`src/rtl/coso_pkg.sv`:
```
// coso_pkg: shared types and default parameters for the COSO entropy-source sequencer.
//   coso_state_e  - sequencer state encoding
//   COSO_*        - default widths, settle time and legal beat-period window
package coso_pkg;

    localparam int unsigned COSO_CNT_W      = 16;
    localparam int unsigned COSO_OUT_W      = 8;
    localparam int unsigned COSO_CNT_MIN    = 4;
    localparam int unsigned COSO_CNT_MAX    = 4095;
    localparam int unsigned COSO_SETTLE_CYC = 1024;

    typedef enum logic [2:0] {
        ST_IDLE   = 3'd0,
        ST_SETTLE = 3'd1,
        ST_SYNC   = 3'd2,
        ST_COUNT  = 3'd3,
        ST_ALARM  = 3'd4
    } coso_state_e;

endpackage

```
`src/rtl/coso_out_buf.sv`:
```
// coso_out_buf: one-word valid/ready output buffer with drop detection.
//   clk, rst     - clock, synchronous active-high reset
//   load_i       - a completed word is offered this cycle
//   word_i       - the completed word
//   ovf_clr_i    - clear the sticky overflow flag
//   rnd_ready_i  - consumer accepts the buffered word
//   rnd_data_o   - buffered word, stable while valid and not accepted
//   rnd_valid_o  - buffer holds an unread word
//   ovf_o        - sticky: a completed word was dropped
module coso_out_buf
    import coso_pkg::*;
#(
    parameter int unsigned OUT_W = COSO_OUT_W
) (
    input  logic             clk,
    input  logic             rst,
    input  logic             load_i,
    input  logic [OUT_W-1:0] word_i,
    input  logic             ovf_clr_i,
    input  logic             rnd_ready_i,
    output logic [OUT_W-1:0] rnd_data_o,
    output logic             rnd_valid_o,
    output logic             ovf_o
);

    logic [OUT_W-1:0] data_q, data_d;
    logic             valid_q, valid_d;
    logic             ovf_q, ovf_d;
    logic             accept_c;
    logic             room_c;

    assign accept_c = valid_q & rnd_ready_i;
    // A word being read this cycle frees the slot for a same-cycle load.
    assign room_c   = ~valid_q | accept_c;

    // Next buffer contents: load, drop or drain.
    always_comb begin
        data_d  = data_q;
        valid_d = valid_q & ~accept_c;
        ovf_d   = ovf_q & ~ovf_clr_i;
        if (load_i) begin
            if (room_c) begin
                data_d  = word_i;
                valid_d = 1'b1;
            end else begin
                ovf_d   = 1'b1;
            end
        end
    end

    always_ff @(posedge clk) begin
        if (rst) begin
            data_q  <= '0;
            valid_q <= 1'b0;
            ovf_q   <= 1'b0;
        end else begin
            data_q  <= data_d;
            valid_q <= valid_d;
            ovf_q   <= ovf_d;
        end
    end

    assign rnd_data_o  = data_q;
    assign rnd_valid_o = valid_q;
    assign ovf_o       = ovf_q;

endmodule

```
`src/rtl/coso_sample_ctrl.sv`:
```
// coso_sample_ctrl: COSO sequencer - enables the ring oscillators, waits for
// settling, measures the beat period and packs period LSBs into output words.
//   clk, rst   - clock, synchronous active-high reset
//   start      - level enable (high = run, low = return to idle)
//   beat_in    - beat signal, already synchronized to clk
//   ro_en      - ring oscillator enable
//   rnd_data   - random word, first collected bit in the MSB
//   rnd_valid  - rnd_data holds an unread word
//   rnd_ready  - consumer accepts the word
//   alarm      - sticky lock-in/stall alarm, cleared on the next SETTLE entry
//   ovf        - sticky dropped-word flag, cleared on the next SETTLE entry
//   busy       - sequencer not idle
module coso_sample_ctrl
    import coso_pkg::*;
#(
    parameter int unsigned CNT_W      = COSO_CNT_W,
    parameter int unsigned SETTLE_CYC = COSO_SETTLE_CYC,
    parameter int unsigned CNT_MIN    = COSO_CNT_MIN,
    parameter int unsigned CNT_MAX    = COSO_CNT_MAX,
    parameter int unsigned OUT_W      = COSO_OUT_W
) (
    input  logic             clk,
    input  logic             rst,
    input  logic             start,
    input  logic             beat_in,
    output logic             ro_en,
    output logic [OUT_W-1:0] rnd_data,
    output logic             rnd_valid,
    input  logic             rnd_ready,
    output logic             alarm,
    output logic             ovf,
    output logic             busy
);

    localparam int unsigned SET_W = (SETTLE_CYC > 1) ? $clog2(SETTLE_CYC) : 1;
    localparam int unsigned BIT_W = (OUT_W > 1) ? $clog2(OUT_W) : 1;

    coso_state_e      state_q, state_d;
    logic             beat_q;
    logic             edge_q;
    logic [SET_W-1:0] settle_q, settle_d;
    logic [CNT_W-1:0] cnt_q, cnt_d;
    logic [OUT_W-2:0] sh_q, sh_d;
    logic [BIT_W-1:0] bit_q, bit_d;
    logic             ro_en_q, ro_en_d;
    logic             busy_q, busy_d;
    logic             alarm_q, alarm_d;

    logic             settle_done_c;
    logic             short_c;
    logic             cnt_max_c;
    logic             run_c;
    logic             load_c;
    logic             ovf_clr_c;
    logic [OUT_W-1:0] word_c;

    assign settle_done_c = (settle_q == SET_W'(SETTLE_CYC - 1));
    assign short_c       = (cnt_q < CNT_W'(CNT_MIN));
    assign cnt_max_c     = (cnt_q >= CNT_W'(CNT_MAX));
    assign run_c         = (state_q == ST_SETTLE) || (state_q == ST_SYNC) ||
                           (state_q == ST_COUNT);

    // State register.
    always_ff @(posedge clk) begin
        if (rst) begin
            state_q <= ST_IDLE;
        end else begin
            state_q <= state_d;
        end
    end

    // Next-state logic.
    always_comb begin
        state_d = state_q;
        case (state_q)
            ST_IDLE: begin
                if (start) state_d = ST_SETTLE;
            end
            ST_SETTLE: begin
                if (!start)             state_d = ST_IDLE;
                else if (settle_done_c) state_d = ST_SYNC;
            end
            ST_SYNC: begin
                if (!start)      state_d = ST_IDLE;
                else if (edge_q) state_d = ST_COUNT;
            end
            ST_COUNT: begin
                // An edge on the CNT_MAX cycle is a legal period, so it is checked first.
                if (!start) begin
                    state_d = ST_IDLE;
                end else if (edge_q) begin
                    if (short_c) state_d = ST_ALARM;
                end else if (cnt_max_c) begin
                    state_d = ST_ALARM;
                end
            end
            ST_ALARM: begin
                if (!start) state_d = ST_IDLE;
            end
            default: state_d = ST_IDLE;
        endcase
    end

    // Output and datapath control.
    always_comb begin
        settle_d  = settle_q;
        cnt_d     = cnt_q;
        sh_d      = sh_q;
        bit_d     = bit_q;
        load_c    = 1'b0;
        ovf_clr_c = 1'b0;
        word_c    = {sh_q, cnt_q[0]};

        case (state_q)
            ST_IDLE: begin
                settle_d  = '0;
                cnt_d     = '0;
                sh_d      = '0;
                bit_d     = '0;
                ovf_clr_c = start;
            end
            ST_SETTLE: begin
                settle_d = settle_q + SET_W'(1);
            end
            ST_SYNC: begin
                // The first edge only opens the measurement window.
                if (edge_q) cnt_d = CNT_W'(1);
            end
            ST_COUNT: begin
                if (edge_q) begin
                    if (!short_c) begin
                        cnt_d = CNT_W'(1);
                        if (bit_q == BIT_W'(OUT_W - 1)) begin
                            load_c = 1'b1;
                            sh_d   = '0;
                            bit_d  = '0;
                        end else begin
                            sh_d  = word_c[OUT_W-2:0];
                            bit_d = bit_q + BIT_W'(1);
                        end
                    end
                end else if (!cnt_max_c) begin
                    cnt_d = cnt_q + CNT_W'(1);
                end
            end
            default: ;
        endcase

        // Stopping discards the partial word; a buffered word is untouched.
        if (run_c && !start) begin
            load_c = 1'b0;
            sh_d   = '0;
            bit_d  = '0;
        end

        ro_en_d = (state_d == ST_SETTLE) || (state_d == ST_SYNC) ||
                  (state_d == ST_COUNT);
        busy_d  = (state_d != ST_IDLE);
        alarm_d = alarm_q;
        if (state_d == ST_ALARM)       alarm_d = 1'b1;
        else if (state_d == ST_SETTLE) alarm_d = 1'b0;
    end

    // Edge detector, counters, shift register and registered outputs.
    always_ff @(posedge clk) begin
        if (rst) begin
            beat_q   <= 1'b0;
            edge_q   <= 1'b0;
            settle_q <= '0;
            cnt_q    <= '0;
            sh_q     <= '0;
            bit_q    <= '0;
            ro_en_q  <= 1'b0;
            busy_q   <= 1'b0;
            alarm_q  <= 1'b0;
        end else begin
            beat_q   <= beat_in;
            edge_q   <= beat_in & ~beat_q;
            settle_q <= settle_d;
            cnt_q    <= cnt_d;
            sh_q     <= sh_d;
            bit_q    <= bit_d;
            ro_en_q  <= ro_en_d;
            busy_q   <= busy_d;
            alarm_q  <= alarm_d;
        end
    end

    coso_out_buf #(
        .OUT_W (OUT_W)
    ) u_out_buf (
        .clk         (clk),
        .rst         (rst),
        .load_i      (load_c),
        .word_i      (word_c),
        .ovf_clr_i   (ovf_clr_c),
        .rnd_ready_i (rnd_ready),
        .rnd_data_o  (rnd_data),
        .rnd_valid_o (rnd_valid),
        .ovf_o       (ovf)
    );

    assign ro_en = ro_en_q;
    assign busy  = busy_q;
    assign alarm = alarm_q;

endmodule

```
`config.mk`:
```
export PLATFORM = sky130hd
export DESIGN_NAME = coso_sample_ctrl
export DESIGN_NICKNAME = d
export VERILOG_FILES = /design/src/rtl/coso_pkg.sv /design/src/rtl/coso_out_buf.sv /design/src/rtl/coso_sample_ctrl.sv
export SDC_FILE = /design/constraint.sdc
export NUM_CORES = 1
export LEC_CHECK = 0
export CORE_MARGIN = 5
export CORE_UTILIZATION = 60
export CTS_BUF_LIST = sky130_fd_sc_hd__clkbuf_4 sky130_fd_sc_hd__clkbuf_8
export CTS_CLUSTER_SIZE = 16
export DETAILED_ROUTE_END_ITERATION = 8
export GPL_ROUTABILITY_DRIVEN = 0
export PLACE_DENSITY = 0.93
export SYNTH_ARGS = -nofsm -noshare
export SYNTH_HDL_FRONTEND = slang
export SYNTH_SLANG_ARGS = --single-unit
export TNS_END_PERCENT = 5
```
`constraint.sdc`:
```
create_clock -name clk -period 3.85 [get_ports clk]
set_clock_uncertainty 0.15 [all_clocks]
set_input_delay 1.155 -clock clk [delete_from_list [all_inputs] [get_ports clk]]
set_output_delay 1.155 -clock clk [all_outputs]
set_load 0.01 [all_outputs]
```
# After elaboration in Yosys (flattened, before gate mapping)
# Cells that the tools add are included.
totals:
  regBits: 54
  input_bits: 5
  word_cells: 95
classes:
  addsub: 3
  magnitude_cmp: 2
  eq_ne: 15
  mux: 37
  bitwise: 9
  n_reduce_logical: 16
ops:
  columns: ["cell", "count"]
  rows:
  - ["$mux W16", 4]
  - ["$pmux W16 S3", 1]
  - ["$mux W3", 13]
  - ["$mux W7", 3]
  - ["$pmux W10 S2", 1]
  - ["$add A16 B1 Y16 const B", 1]
  - ["$ge A16 B12 Y1 const B", 1]
  - ["$lt A16 B3 Y1 const B", 1]
  - ["$pmux W3 S5", 1]
  - ["$pmux W7 S2", 1]
  - ["$eq A3 B2 Y1 const B", 4]
  - ["$mux W1", 12]
  - ["$add A10 B1 Y10 const B", 1]
  - ["$eq A10 B10 Y1 const B", 1]
  - ["$eq A3 B3 Y1 const B", 3]
  - ["$eq A3 B1 Y1 const B", 2]
  - ["$ne A2 B2 Y1 const B", 3]
  - ["$ne A3 B3 Y1 const B", 2]
  - ["$pmux W3 S2", 1]
  - ["$reduce_bool A2 Y1", 3]
  - ["$reduce_bool A3 Y1", 2]
  - ["$and A1 B1 Y1", 4]
  - ["$logic_or A1 B1 Y1", 4]
  - ["$not A1 Y1", 4]
  - ["other kinds (9)", 9]

# Depth between registers and ports, before layout
# Gate-level depths: netlist (run 1).
logic_depth:
  word_depth: 8
  mapped_depth: 7
  ltp_nobuf: 6

# Cells and area by module
# A second synthesis (run 1) with hierarchy kept.
unflattened:
  hier_cells: 294
  hier_area_um2: 2568.7
modules_own_cells:
  columns: ["module", "n_inst", "cells_each", "area_per_inst_um2", "seq_area_each_um2"]
  rows:
  - ["coso_sample_ctrl", 1, 251, 2127.0, 880.8]
  - ["coso_out_buf", 1, 43, 441.7, 200.2]

# Least setup slack after synthesis (run 1)
# No wires, ideal clock.
synth_timing:
  kind: "input to register"
  startpoint: "input port start"
  endpoint: "register u_out_buf.data_q[7], in the netlist u_out_buf.rnd_data_o[7]"
  setup_ns: 0.128
  t_arrival_ns: 2.010
  required_ns: 3.572
  setup_slack_ns: 1.562
  cell_stages: 4
  path_cell_list: "nand2_1 nor4_4 mux2i_1 nor2_1"
synth_between:
  elab_chain_cells: 4
synth_rtl:
  columns: ["item", "line", "text"]
  rows:
  - ["start, declared", "coso_sample_ctrl.sv:24", "input logic start,"]
  - ["$logic_not A1 Y1", "coso_sample_ctrl.sv:150", "if (run_c && !start) begin"]
  - ["$logic_and A1 B1 Y1", "coso_sample_ctrl.sv:150", null]
  - ["$mux W1", "coso_sample_ctrl.sv:150", null]
  - ["$reduce_and A2 Y1 (no line)", null, null]
  - ["end signal, assigned", "coso_out_buf.sv:57", "data_q <= data_d;"]
  - ["end, declared", "coso_out_buf.sv:26", "logic [OUT_W-1:0] data_q, data_d;"]
# No other way between the ends.
# A chain may end at the register's enable or synchronous reset.

# Worst setup path in the final report (run 1)
layout_timing:
  startpoint: "input port start"
  endpoint: "register bit_q[0]"
layout_between:
  elab_chain_cells: 3
layout_rtl:
  columns: ["item", "line", "text"]
  rows:
  - ["$logic_not A1 Y1", "coso_sample_ctrl.sv:150", null]
  - ["$logic_and A1 B1 Y1", "coso_sample_ctrl.sv:150", null]
  - ["$reduce_or A2 Y1 (no line)", null, null]
  - ["end signal, assigned", "coso_sample_ctrl.sv:182", "bit_q <= bit_d;"]
  - ["end, declared", "coso_sample_ctrl.sv:44", "logic [BIT_W-1:0] bit_q, bit_d;"]
# No other way between the ends.

==> out/qor.txt, run 1 <==
Run status: finished, final reports clean
Pin count of the biggest net entering global routing: 31
Crit Reg-Reg Endpoint: cnt_q[11]
Synth Area in Compound Gates: 0.138
Slew margin rel.: 0.513
First-pass GRT wire length: 8.65 mm
Final period utilization: 0.718
Maximum clock rate: 362 MHz
IO Pins: 18
CTS H-tree depth: 2
Synthesized cell area: 2440 um^2
Final hold viol count: 0
DR iter-0 viols: 205
Hold Path Sink: edge_q
Hold WC Path Type: reg -> reg
Vias: 2083
HPWL Detailed: 3.45 mm
Commonest cells in the netlist: 54 x dfxtp_1, 33 x nor2_1, 30 x nand2_1, 20 x a21oi_1, 17 x nand3_1
Reg clk slew, reported paths: 0.10 ns
Synthesized area per cell: 8.66 um^2
CTS Buf Count: 5
Worst r2r src: state_q[0]
Final Net Count: 307
CP Launch Type: input port
Detailed-route wire length: 4.90 mm
Synth area leaders: dfxtp_1 44%, nor2_1 5.1%, nand2_1 4.6%
Drt via density: 5.97
Syn Inst Count: 282
Core Region: 3970 um^2
Final TNS setup: 0 ns
Initial Utilization: 0.615
Flop-to-flop setup slack: 1.41 ns
CTS max path bufs: 2
Wire per inst: 14.0 um
CTS tree: built
Post-synth top flop: dfxtp_1
Max-cap violation count: 0
Vias in the first global route: 1946
Clock Sink Count: 54
Ys Warns: 0
Hold buffers post-CTS: 0
Final core occ: 0.690
# port buffers: 17
Final setup violation count: 0
Post-Synth Adder-Cell Area: 0.0205
Mux cell area share after synthesis: 0.0410
Number of synthesized flops with an enable pin: 0
Hold depth: 1
Worst-skew pair later-pin latency: 0.31 ns
Crit-path max FO: 11
Reg2Reg Depth: 5
DRC: 0
Die outline width: 73.8 um
Grt ovf: 0
Initial antenna violation count: 0
Total nets after synthesis: 291
Post-CTS setup repair buffer count: 0
Final antenna-violating net count: 0
Dpl ws: 0.749 ns
Leading area contributor after synthesis: dfxtp_1
Power Total: 0.000926 W
Post-synth cell types: 45
RSZ-0062 raised after global routing: false
Final WS setup: 1.09 ns
Root Buffer: clkbuf_8
Placed cell area: 2650 um^2
Leakage Power: 0.945 nW
Hold path start: beat_q
Resized Gates After CTS: 0
Site row count: 23
Total GRT Usage: 0.201
Die ar.: 5440 um^2
Antenna cells: 0
Slew @ Worst Pin: 0.730 ns
Share of post-route cells with drive strength above 1: 0.0769
Most numerous cell in the Yosys netlist: dfxtp_1
Die H: 73.8 um
Post-Layout Inst Area: 2740 um^2
Period minus WS final: 2.76 ns
Area added between synthesis and finish: 12.3%
FFs w/ async S/R, synth: 0
Worst setup EP type: register
Synth Area in XOR/XNOR: 0.0251
Drt first pass iters: 4
Area share of and/or/nand/nor cells after synthesis: 0.307
Largest family of logic cells by synthesized area: simple AND/OR/NAND/NOR gates
Pwr Density: 338 nW/um^2
Fin. max-slew vios: 0
Worst EP arrival: 2.85 ns
CP required: 3.94 ns
#FFs+latches synth: 54
Kind of critical path: in -> reg
Register area share after synthesis: 0.443
Synth top area share: 0.443
Maximum vdd drop: 309 uV
==> per-layer routing <==
layer,routed length [um],global-route usage
met1,2180,0.257
met4,78,0.0825
met2,2350,0.320
met5,0,0
met3,293,0.0547
==> sequential cells by signal (all words and copies together), names as in the netlist <==
register and count:
ro_en 1, sh_q 7, u_out_buf.rnd_valid_o 1, bit_q 3
edge_q 1, busy 1, cnt_q 16, u_out_buf.rnd_data_o 8
alarm 1, u_out_buf.ovf_o 1, state_q 3, settle_q 10
beat_q 1
==> through the flow <==
stage / std cells / hold slack, ns
finish: 349 / 0.237
detailed placement: 341 / 0.224
floorplan: 282 / 0.217
global route: 349 / 0.255
global placement: 341 / 0.220
CTS: 349 / 0.238
==> how the worst max path moves through the flow <==
stage,startpoint,end,cells after the start
floorplan,start,u_out_buf.rnd_data_o[7],4
global placement,start,u_out_buf.rnd_data_o[5],5
detailed placement,start,u_out_buf.rnd_data_o[1],5
CTS,start,bit_q[0],7
global route,start,bit_q[0],7
finish,start,bit_q[0],7
==> cell families after synthesis <==
kind of cell    after synthesis
buf+inv                      15
compound gates               54
fa+ha+maj                     4
mux                          10
flops                        54
simple gates                138
xor+xnor                      7
==> critical path: stages <==
cell and delay (ns):
clkdlybuf4s50_1 0.57, nor2_1 0.06, a21oi_1 0.15, buf_4 0.18
nor3b_2 0.48, nand2_1 0.10, o22ai_1 0.16
==> report_power, final <==
group | internal [W] | total, W | switching (W) | leakage [nW]
registers | 0.000561 | 0.000565 | 0.00000382 | 0.436
clock network | 0.000132 | 0.000322 | 0.000190 | 0.0483
logic | 0.0000149 | 0.0000386 | 0.0000237 | 0.460
total | 0.000708 | 0.000926 | 0.000218 | 0.945
==> layout make-up <==
cell class | count | area, um^2
Multi-Input combinational cell | 213 | 1300
Fill cell | 306 | 1230
Sequential cell | 54 | 1080
Timing Repair Buffer | 19 | 185
Clock buffer | 5 | 68.8
Tap cell | 50 | 62.6
Clock inverter | 3 | 26.3
Inverter | 5 | 18.8
==> cells in the final DEF, fill, tap and decap left out, types with 2 or more instances in the layout <==
cell type | Yosys | routed
xnor2_1 | 7 | 7
clkinv_4 | 0 | 3
a21oi_1 | 20 | 20
buf_4 | 1 | 2
o21ai_0 | 9 | 9
nor3_1 | 9 | 9
a21o_1 | 2 | 2
nand3_1 | 17 | 17
inv_1 | 5 | 5
nand4_1 | 7 | 7
dfxtp_1 | 54 | 54
nor4_1 | 7 | 7
nand2_1 | 30 | 30
and3_1 | 2 | 2
nand3b_1 | 3 | 3
clkdlybuf4s50_1 | 0 | 17
o21ai_1 | 10 | 10
nor2b_1 | 4 | 4
ha_1 | 4 | 4
or2_1 | 2 | 2
a31oi_1 | 3 | 3
and2_1 | 6 | 6
clkbuf_8 | 0 | 5
nor3b_1 | 3 | 3
nor2_1 | 33 | 33
nor4_4 | 3 | 3
or2_2 | 4 | 4
mux2i_1 | 10 | 10
(Power assumes the default switching activity.)
==> inputs of run 2 (changes only) <==
==> constraint.sdc (replaced) <==
create_clock -name clk -period 2.7 [get_ports clk]
set_clock_uncertainty 0.15 [all_clocks]
set_input_delay 0.81 -clock clk [delete_from_list [all_inputs] [get_ports clk]]
set_output_delay 0.81 -clock clk [all_outputs]
set_load 0.01 [all_outputs]
==> run 2 against run 1 <==
Effect of this change: via count increased by 3.6%; count of clock-buffer cells in the layout increased by 1; routed wire length rose by 6.8%; sequential share of layout area down 1.3 points; power grew 65%; die area stayed put; sequential power rose by 42%; global-route usage increased by 1.3 points; clock power rose by 100%; critical path type is now reg -> reg; critical endpoint is now cnt_q[0]; largest power group unchanged; highest routed layer unchanged.
==> out/qor.txt, run 2 (synthesized netlist as in run 1, its figures left out) <==
Run status: finished, final reports clean
WP buf/inv: 0 (-2)
Crit-path max FO: 10 (-1)
Crit-path cells: ha_1 -> nand2_1 -> nor4_4 -> a2bb2oi_2 -> a311o_1 -> a21oi_1
Initial Utilization: 0.615 (unchanged)
Sw power: 0.000303 W (+39%)
Crit path largest cell delay: 0.53 ns (-0.04 ns)
Post-Layout Inst Area: 2830 um^2 (+3.4%)
Worst EP arrival: 2.25 ns (-0.60 ns)
Die ar.: 5440 um^2 (unchanged)
Pin count of the biggest net entering global routing: 20 (-35%)
DRC: 0 (unchanged)
Clock share of power: 0.431 (+0.083)
Worst-skew pair later-pin latency: 0.32 ns (about the same)
Slew @ Worst Pin: 0.576 ns (-0.154 ns)
Site row count: 23 (unchanged)
RSZ-0062 raised after global routing: false
Hold WC Path Type: reg -> reg
Critical path's slowest cell: nor4_4
Vias in the first global route: 1999 (+2.7%)
Combinational share of power: 0.041 (about the same)
First-pass GRT wire length: 9.05 mm (+4.5%)
HPWL Detailed: 3.48 mm (+1.1%)
Post-route insts no fill: 355 (+1.7%)
Largest Register: cnt_q
Kind of critical path: reg -> reg
Slew margin rel.: 0.613 (+0.100)
Critical path depth in cells: 6 (-1)
Max reg flops: 16 (unchanged)
CTS tree: built
Vias: 2159 (+3.6%)
Final hold viol count: 0 (unchanged)
Die H: 73.8 um (unchanged)
Maximum clock rate: 457 MHz
Detailed-route wire length: 5.24 mm (+6.8%)
Drt first pass iters: 4 (unchanged)
CP Launch Type: register
Post-CTS setup repair buffer count: 0 (unchanged)
Initial antenna violation count: 0 (unchanged)
Register share of total power: 0.528 (-0.083)
Hold depth: 1 (unchanged)
Final Net Count: 313 (+2.0%)
Final setup violation count: 0 (unchanged)
Core Region: 3970 um^2 (unchanged)
Root Buffer: clkbuf_8
Worst setup EP type: register
Pwr Density: 538 nW/um^2 (+59%)
Final antenna-violating net count: 0 (unchanged)
IO Pins: 18 (unchanged)
DP Cell Count: 347 (+1.8%)
Power Total: 0.00152 W (+65%)
Top delay family on crit path: simple AND/OR/NAND/NOR gates
Drt via density: 6.08 (+1.9%)
Leakage Power: 0.997 nW (+5.6%)
Sw Share: 0.199 (-0.0362)
Reg clk slew, reported paths: 0.09 ns (about the same)
Most common cell after layout, fill and taps aside: dfxtp_1
Maximum vdd drop: 449 uV (+45%)
Resized Gates After CTS: 0 (unchanged)
Leading cell types in the layout, fill and taps excluded: 54 x dfxtp_1, 33 x nor2_1, 30 x nand2_1
Antenna cells: 0 (unchanged)
Area added between synthesis and finish: 16.0%
Hold buffers post-CTS: 0 (unchanged)
DR iter-0 viols: 192 (-6.3%)
Reg2Reg Depth: 6 (+1)
Grt ovf: 0 (unchanged)
Total GRT Usage: 0.214 (+0.0130)
Final TNS setup: 0 ns (unchanged)
Max-cap violation count: 0 (unchanged)
Period minus WS final: 2.19 ns
Final period utilization: 0.810
CP required: 2.76 ns (-1.18 ns)
# port buffers: 17 (unchanged)
CTS Buf Count: 5 (unchanged)
CTS max path bufs: 2 (unchanged)
Fin. max-slew vios: 0 (unchanged)
CTS H-tree depth: 2 (unchanged)
Final core occ: 0.713 (+0.0233)
Share of post-route cells with drive strength above 1: 0.0951 (+0.0182)
Clock Sink Count: 54 (unchanged)
Internal: 0.00122 W (+72%)
Placed cell area: 2690 um^2 (+1.7%)
Die outline width: 73.8 um (unchanged)
Wire per inst: 14.7 um (+5.0%)
==> run 2: cell types whose count changed in the layout (fill, tap and decap cells not counted) <==
cell       before  now
bufinv_16       0    2
clkbuf_8        5    6
buf_4           2    8
clkinv_4        3    0
==> run 2: area by class of cell <==
type	count	area [um^2]
multi-input cells	213	1300
flip-flops and latches	54	1080
fillers	284	1140
repair buffers	25	230
clock buffers	6	82.6
clock inverters	2	60.1
well taps	50	62.6
inverters	5	18.8
==> run 2: per-stage QoR <==
stage | hold WS, ns | worst slack [ns]
after floorplan | 0.217 | 0.757
after global placement | 0.224 | 0.303
after detailed placement | 0.239 | 0.235
after CTS | 0.249 | 0.504
after global routing | 0.259 | 0.368
final | 0.241 | 0.512
==> run 2: power groups by stage <==
stage / sequential (W) / combinational (W) / clock, W
3_3_place_gp: 0.000823 / 0.0000586 / 0
4_1_cts: 0.000805 / 0.0000611 / 0.000670
6_report: 0.000805 / 0.0000619 / 0.000657
5_1_grt: 0.000805 / 0.0000675 / 0.000704
3_5_place_dp: 0.000823 / 0.0000600 / 0
2_1_floorplan: 0.000822 / 0.0000360 / 0
==> run 2: worst register-to-register path, cell delays in order (launching register included) <==
cell	delay, ns
dfxtp_1	0.50
ha_1	0.27
nand2_1	0.11
nor4_4	0.53
a2bb2oi_2	0.32
a311o_1	0.16
a21oi_1	0.06
==> run 2: final timing paths <==
| check | end | from | slack, ns |
|---|---|---|---|
| worst min register to register | edge_q | beat_q | 0.24 |
| worst max-delay path | cnt_q[0] | cnt_q[0] | 0.51 |
| worst max register to register | cnt_q[0] | cnt_q[0] | 0.51 |
| worst min-delay path | edge_q | beat_q | 0.24 |
==> run 2: metal layers <==
metal	global-route usage	vias to the layer above	routed length, um
li1	-	1053	-
met1	0.286	1027	2320
met2	0.330	69	2530
met3	0.0561	10	284
met4	0.0825	0	98
met5	0	-	0
